**src/rtl/ibuffer_parcel_sequencer_pkg.sv**
```systemverilog
// Shared widths and helpers for the instruction-buffer parcel sequencer.
package ibuffer_parcel_sequencer_pkg;

   localparam int unsigned PARCEL_W = 16;
   localparam int unsigned PC_W     = 32;
   localparam int unsigned INSTR_W  = 32;

   typedef logic [PARCEL_W-1:0] parcel_t;
   typedef logic [PC_W-1:0]     pc_t;

   // Byte address of parcel idx within a chunk whose parcel 0 sits at base.
   function automatic pc_t parcel_pc(input pc_t base, input int unsigned idx);
      return base + pc_t'(idx << 1);
   endfunction

endpackage

```
**src/rtl/ibuffer_marker.sv**
```systemverilog
// Finds the lowest remaining parcel of the head chunk and reports whether it
// starts an uncompressed (two-parcel) instruction.
module ibuffer_marker #(
   parameter int unsigned WIDTH = 8,
   localparam int unsigned IDX_W = $clog2(WIDTH)
) (
   input  logic [WIDTH-1:0] remaining,
   input  logic [WIDTH-1:0] uncompressed,
   output logic             found,
   output logic [IDX_W-1:0] start,
   output logic             start_uncompressed
);

   always_comb begin
      found = |remaining;
      start = '0;
      for (int i = WIDTH - 1; i >= 0; i--) begin
         if (remaining[i]) start = IDX_W'(i);
      end
      start_uncompressed = found & uncompressed[start];
   end

endmodule

```
**src/rtl/ibuffer_parcel_sequencer.sv**
```systemverilog
// Two-entry chunk queue that slices fetched 16-bit parcels into compressed and
// uncompressed instructions, including ones straddling two chunks.
module ibuffer_parcel_sequencer
   import ibuffer_parcel_sequencer_pkg::*;
#(
   parameter int unsigned WIDTH = 8
) (
   input  logic                           CLK,
   input  logic                           rst,
   input  logic                           flush,
   input  logic                           enq_valid,
   output logic                           enq_ready,
   input  logic [WIDTH-1:0]               enq_valid_vec,
   input  logic [WIDTH-1:0]               enq_uncompressed_vec,
   input  logic [WIDTH-1:0][PARCEL_W-1:0] enq_parcels,
   input  logic [PC_W-1:0]                enq_pc,
   output logic                           deq_valid,
   input  logic                           deq_ready,
   output logic [INSTR_W-1:0]             deq_instr,
   output logic [PC_W-1:0]                deq_pc,
   output logic                           deq_is_compressed
);

   localparam int unsigned IDX_W = $clog2(WIDTH);

   typedef struct packed {
      parcel_t [WIDTH-1:0] parcels;
      logic [WIDTH-1:0]    valid;
      logic [WIDTH-1:0]    uncompressed;
      pc_t                 pc;
   } chunk_entry_t;

   chunk_entry_t     head_q, next_q, enq_chunk;
   logic [1:0]       count_q;
   logic [WIDTH-1:0] consumed_q;

   logic             head_live, enq_fire, deq_fire, pop;
   logic [WIDTH-1:0] remaining, take_mask, pop_consumed;
   logic             found, start_uncompressed, start_last;
   logic [IDX_W-1:0] start;

   assign enq_chunk = '{parcels: enq_parcels, valid: enq_valid_vec,
                        uncompressed: enq_uncompressed_vec, pc: enq_pc};
   assign enq_ready = (count_q < 2'd2) & ~flush;
   assign enq_fire  = enq_valid & enq_ready;
   assign head_live = count_q != 2'd0;
   assign remaining = head_live ? (head_q.valid & ~consumed_q) : '0;
   assign start_last = start == IDX_W'(WIDTH - 1);
   assign deq_fire  = deq_valid & deq_ready;

   ibuffer_marker #(.WIDTH(WIDTH)) u_marker (
      .remaining          (remaining),
      .uncompressed       (head_q.uncompressed),
      .found              (found),
      .start              (start),
      .start_uncompressed (start_uncompressed)
   );

   always_comb begin
      deq_valid         = 1'b0;
      deq_instr         = '0;
      deq_pc            = '0;
      deq_is_compressed = 1'b0;
      take_mask         = '0;
      pop               = 1'b0;
      pop_consumed      = '0;
      if (head_live) begin
         if (!found) begin
            pop = 1'b1;
         end else if (!start_uncompressed) begin
            deq_valid         = 1'b1;
            deq_instr         = {16'h0, head_q.parcels[start]};
            deq_pc            = parcel_pc(head_q.pc, 32'(start));
            deq_is_compressed = 1'b1;
            take_mask[start]  = 1'b1;
         end else if (!start_last) begin
            deq_valid                      = 1'b1;
            deq_instr                      = {head_q.parcels[start + IDX_W'(1)], head_q.parcels[start]};
            deq_pc                         = parcel_pc(head_q.pc, 32'(start));
            take_mask[start]               = 1'b1;
            take_mask[start + IDX_W'(1)]   = 1'b1;
         end else if (count_q == 2'd2) begin
            // Straddle: upper half lives in parcel 0 of the next chunk.
            if (next_q.valid[0]) begin
               deq_valid       = 1'b1;
               deq_instr       = {next_q.parcels[0], head_q.parcels[WIDTH-1]};
               deq_pc          = parcel_pc(head_q.pc, WIDTH - 1);
               pop_consumed[0] = 1'b1;
               pop             = deq_ready;
            end else begin
               pop = 1'b1;
            end
         end
      end
      if (deq_fire && ((remaining & ~take_mask) == '0)) pop = 1'b1;
   end

   always_ff @(posedge CLK) begin
      if (rst || flush) begin
         count_q    <= 2'd0;
         consumed_q <= '0;
      end else if (pop) begin
         consumed_q <= pop_consumed;
         if (count_q == 2'd2) begin
            head_q  <= next_q;
            count_q <= 2'd1;
         end else if (enq_fire) begin
            head_q <= enq_chunk;
         end else begin
            count_q <= 2'd0;
         end
      end else begin
         if (deq_fire) consumed_q <= consumed_q | take_mask;
         if (enq_fire) begin
            if (count_q == 2'd0) head_q <= enq_chunk;
            else                 next_q <= enq_chunk;
            count_q <= count_q + 2'd1;
         end
      end
   end

endmodule

```
**config.mk**
```make
export PLATFORM = sky130hd
export DESIGN_NAME = ibuffer_parcel_sequencer
export DESIGN_NICKNAME = d
export VERILOG_FILES = /design/src/rtl/ibuffer_parcel_sequencer_pkg.sv /design/src/rtl/ibuffer_marker.sv /design/src/rtl/ibuffer_parcel_sequencer.sv
export SDC_FILE = /design/constraint.sdc
export NUM_CORES = 1
export LEC_CHECK = 0
export BUFFER_PORTS_ARGS = -buffer_cell sky130_fd_sc_hd__buf_2
export CAP_MARGIN = 20
export CELL_PAD_IN_SITES_DETAIL_PLACEMENT = 0
export CELL_PAD_IN_SITES_GLOBAL_PLACEMENT = 2
export CORE_AREA = 4 4 250 191
export DETAILED_ROUTE_END_ITERATION = 6
export DIE_AREA = 0 0 254 195
export PLACE_DENSITY = 0.79
export SETUP_SLACK_MARGIN = 0.3
export SLEW_MARGIN = 20
export SYNTH_ARGS = -nofsm -noshare
export SYNTH_HDL_FRONTEND = slang
export SYNTH_SLANG_ARGS = --single-unit
```
**constraint.sdc**
```tcl
create_clock -name CLK -period 31 [get_ports CLK]
set_clock_uncertainty 0.1 [all_clocks]
set_input_delay 6.2 -clock CLK [delete_from_list [all_inputs] [get_ports CLK]]
set_output_delay 6.2 -clock CLK [all_outputs]
set_load 0.05 [all_outputs]
```
### Yosys cells after proc, flatten, opt, wreduce, memory -nomap -nowiden

Cells that the tools add are included.

| word-level totals | value |
|---|---|
| word-level logic and storage cells | 133 |
| input port bits | 181 |
| flip-flop bits (word level) | 362 |

| operators by class | value |
|---|---|
| bitwise logic cells | 14 |
| add/subtract/negate cells | 4 |
| equality and inequality tests | 3 |
| $lt $le $gt $ge | 5 |
| muxes and demuxes | 66 |
| reductions and logical operators | 16 |

Operator list:

| operator | count |
|---|---|
| $mux 176 | 5 |
| $mux 32 | 12 |
| $bmux 16 s3 | 2 |
| $mux 8 | 5 |
| $add 32x4->32 | 1 |
| $add 32x4->32 const B | 1 |
| $mux 16 | 2 |
| $mux 1 | 25 |
| $mux 3 | 8 |
| $and 8x8->8 | 2 |
| $not 8->8 | 2 |
| $or 8x8->8 | 2 |
| $reduce_bool 2->1 | 5 |
| $logic_not 8->1 | 1 |
| $lt 3x4->1 const B | 2 |
| $mux 2 | 4 |
| $reduce_and 4->1 | 2 |
| $reduce_or 8->1 | 1 |
| $demux 1 s3 | 2 |
| $ge 3x1->1 const B | 2 |
| $and 1x1->1 | 4 |
| $not 1->1 | 4 |
| $add 3x1->3 const B | 1 |
| $bmux 1 s3 | 1 |
| other kinds (10) | 12 |

### Depth between registers and ports, before layout

| depth | value |
|---|---|
| depth after elaboration | 28 |
| gate-level depth with buffers | 24 |
| gate-level depth less buffers | 17 |

### Cells and area by module

From an unflattened synthesis, not the netlist that was laid out.

| second synthesis, totals | value |
|---|---|
| cell total of the unflattened synthesis | 1157 |
| area, all modules | 17919.7 µm² |

By module, submodules not included:

| module | times used | area each (µm²) | seq. area each (µm²) | cells each |
|---|---|---|---|---|
| ibuffer_parcel_sequencer | 1 | 17732.0 | 10770.3 | 1129 |
| ibuffer_marker | 1 | 187.7 | 0.0 | 28 |

### Worst setup path after synthesis

Ideal clock, no wire load.

| timing | value |
|---|---|
| path type | input to register |
| start point | input flush |
| end point | register next_q[0] (netlist name), enable pin |
| arrival time | 23690 ps |
| library setup time | 1163 ps |
| setup slack | 6047 ps |
| data required time | 29737 ps |
| stages on the path | 3 |
| cells stage by stage | nor2_1 nand2_1 nor4_1 |

| between the ends | value |
|---|---|
| longest elaborated chain between the ends | 4 |

Ends and longest elaborated chain:

| item | line | RTL |
|---|---|---|
| start, declared | ibuffer_parcel_sequencer.sv:10 | `input logic flush,` |
| $not 1->1 | ibuffer_parcel_sequencer.sv:44 | `assign enq_ready = (count_q < 2'd2) & ~flush;` |
| $and 1x1->1 | ibuffer_parcel_sequencer.sv:44 |  |
| $and 1x1->1 | ibuffer_parcel_sequencer.sv:45 | `assign enq_fire = enq_valid & enq_ready;` |
| $reduce_and 4->1 (no source line) * | - |  |
| end signal, assigned | ibuffer_parcel_sequencer.sv:116 | `else next_q <= enq_chunk;` |
| end, declared | ibuffer_parcel_sequencer.sv:33 | `chunk_entry_t head_q, next_q, enq_chunk;` |

Every way passes the cells marked *; elsewhere a longest branch is shown, timed or not.
A chain may end at the register's enable or synchronous reset.

### Final worst setup path

| timing | value |
|---|---|
| start point | input flush |
| end point | output enq_ready |

| between the ends | value |
|---|---|
| longest elaborated chain between the ends | 2 |

Ends and longest elaborated chain:

| item | line | RTL |
|---|---|---|
| $not 1->1 | ibuffer_parcel_sequencer.sv:44 |  |
| $and 1x1->1 | ibuffer_parcel_sequencer.sv:44 |  |
| end, declared | ibuffer_parcel_sequencer.sv:12 | `output logic enq_ready,` |

Every way passes these cells.

==> metrics.csv <==
stage,metric,value,unit
routing,initial drt markers,1314,
yosys,Yosys warning total,0,
timing,Rel. slew slack,0.107,
worst_setup_path,crit path DAT,6.74,ns
finish,FF+latch area,0.0108,mm²
outcome,status,"complete, no violations",
yosys,async set-reset flop share out of synthesis,0,
clocking,Post-CTS Resized,0,
clocking,TritonCTS clock tree,built,
yosys,leading area contributor after synthesis,edfxtp_1,
yosys,"EDFF count, synth",352,
timing,Slew Limit Fails,0,
die,Placement Rows,68,
die,Die W,254,µm
place,placed cell areas,0.0197,mm²
yosys,Avg Inst Size Synth,13.4,µm²
yosys,Synth top area share,0.590,
yosys,register area share after synthesis,0.602,
place,Detailed Place HPWL,38.8,mm
clocking,post-CTS setup buffers,0,
yosys,Synth cell types,73,
power_and_ir_drop,Pleak,0.00794,µW
die,area of the core,0.0454,mm²
global_routing,vias in the first global route,12300,
clocking,cts bufs inserted,41,
finish,most frequent cells in the layout,"edfxtp_1 (352), buf_2 (247), mux2_4 (140), nand2_1 (134), nor2_1 (74)",
timing,unrepaired setup endpoints after global routing,no,
finish,post-layout util,0.463,
clocking,Clock Path Buffers,3,
yosys,Yosys reg bits,362,
finish,finished layout cell area,0.0210,mm²
global_routing,All-Layer GR Usage,0.222,
clocking,# clock sinks,362,
yosys,net count after synthesis,1525,
finish,Multi-input gate area,0.00669,mm²
global_routing,first-pass GRT wire length,81.9,mm
routing,DR WL/cell,25.8,µm
finish,Area Overhead vs Synth,17.4,%
power_and_ir_drop,Max IR drop VDD,0.0413,mV
yosys,main flop type after synthesis,edfxtp_1,
die,I/O pin total,248,
worst_setup_path,CP Data Required Time,24.70,ns
worst_setup_path,CP Launch Type,input port,
finish,"most common cell after layout, fill and taps aside",edfxtp_1,
timing,Tmin final,13.04,ns
clocking,root buf cell,clkbuf_16,
die,Initial Utilization,0.394,
timing,Total Neg Setup Slack,0,ns
timing,Final setup viols,0,
clocking,hold_buf cts,0,
place,GPL Wtd Cong,0.882,
timing,final worst path period share,0.421,
finish,Post-Layout Cell Count,2197,
routing,Antenna Nets Post-Route,0,
clocking,level count of the clock H-tree,2,
finish,nets,1754,
global_routing,initial antenna violation count,8,
worst_setup_path,Crit. End Element,output pin,
global_routing,GRT Residual Overflow,0,
routing,DRC,0,
routing,Vias,12700,
die,die area,0.0495,mm²
routing,DR pass1 iterations,5,
timing,Final Hold Fails,0,
clocking,Clock Latency Late Sink,0.58,ns
clocking,Clock transition at path regs,0.06,ns
job,Max Cap Viol,0,
timing,Hold Slack,0.382,ns
yosys,Synth area leaders,"edfxtp_1 (59%), mux2_4 (12%), nand2_1 (2.8%)",
place,dpl cells,2116,
timing,fmax,76.7,MHz
place,IO Port Bufs,247,
worst_hold_path,Worst Hold Class,reg2reg,
yosys,Syn Inst Count,1335,
power_and_ir_drop,PD cells,52.9,mW/mm²
routing,detailed-route vias per instance,5.77,
worst_setup_path,WS Path Type,in2out,
worst_setup_path,worst-path fanout max,3,
global_routing,largest net degree at the start of global routing,153,
timing,Worst-Margin Slew,1.34,ns
routing,Post-Route WL,56.7,mm
yosys,cell area after synthesis,0.0179,mm²
die,Die Height,195,µm
finish,share of cells above drive strength 1,0.338,
finish,Fillers,4167,
## layer usage
metal	wire (µm)	vias to the layer above	GRT usage	share of wire
met2	23700	609	0.312	0.42
met1	26400	6262	0.337	0.47
met5	12	-	0	0.00021
met4	1620	2	0.0676	0.028
met3	4940	108	0.0553	0.087
li1	-	5689	-	-
## flip-flops by register name (all words and copies together) (netlist names)
name,count
next_q,176
head_q,176
count_q,2
consumed_q,8
## through the flow
step | power [µW] | setup slack (ns)
2_1_floorplan | 603 | 6.05
3_3_place_gp | 631 | 17.96
3_5_place_dp | 632 | 17.96
4_1_cts | 1130 | 17.96
5_1_grt | 1150 | 17.59
6_report | 1110 | 17.96
## synthesized netlist by cell type, types with 4 or more instances
| cell | count |
|---|---|
| edfxtp_1 | 352 |
| mux2_4 | 140 |
| nand2_1 | 134 |
| nor2_1 | 76 |
| a21oi_1 | 69 |
| o21ai_0 | 60 |
| clkbuf_1 | 46 |
| mux2_2 | 44 |
| o22ai_1 | 42 |
| nor3_1 | 38 |
| nand3_1 | 36 |
| a31oi_1 | 35 |
| buf_6 | 18 |
| nand2b_1 | 18 |
| inv_1 | 15 |
| o221ai_1 | 14 |
| nor2b_1 | 12 |
| and3_1 | 10 |
| dfxtp_1 | 10 |
| nand4_1 | 10 |
| a32oi_1 | 9 |
| buf_1 | 9 |
| ha_1 | 8 |
| mux2i_1 | 8 |
| a211oi_1 | 7 |
| a22oi_1 | 7 |
| mux4_2 | 7 |
| a2111oi_0 | 6 |
| a22o_1 | 6 |
| a311oi_1 | 6 |
| nor4_1 | 6 |
| a21o_1 | 5 |
| buf_2 | 5 |
| o31ai_1 | 5 |
| a221oi_1 | 4 |
| and2_1 | 4 |
| o211ai_1 | 4 |
| or2_2 | 4 |
## worst paths after layout
check,from,endpoint,slack [ns],depth (start not counted)
setup reg to reg,count_q[0],head_q[145],22.97,18
hold reg to reg,consumed_q[4],consumed_q[4],0.38,2
hold / removal,consumed_q[4],consumed_q[4],0.38,2
setup / recovery,flush,enq_ready,17.96,3
## power breakdown
| part | total [µW] | internal (µW) | switching [µW] | leakage (µW) |
|---|---|---|---|---|
| sequential | 549 | 544 | 4.86 | 0.00326 |
| combinational | 73.7 | 31.6 | 42.1 | 0.00402 |
| clock | 490 | 282 | 209 | 0.000653 |
## logic make-up after synthesis
kind of cell,Yosys count,share of synthesized area
multiplexers,199,0.158
AO/OA/AOI/OAI,308,0.112
flip-flops,362,0.602
XOR/XNOR,2,0.000979
buffers and inverters,96,0.0282
adder cells (fa/ha/maj),9,0.00671
AND/OR/NAND/NOR,359,0.0920
## area by class of cell
cell class                      count  share of cell area
Clock inverter                     22              0.0110
Sequential cell                   362               0.512
Clock buffer                       54              0.0530
Inverter                           17             0.00304
Antenna cell                        5            0.000595
Multi-Input combinational cell    877               0.318
Timing Repair Buffer              265              0.0664
Tap cell                          595              0.0354
## worst max-delay path: stages
cell and delay, ns:
buf_2 0.11, nor2_1 0.14, buf_2 0.29
Power figures use the tool's default switching activity.
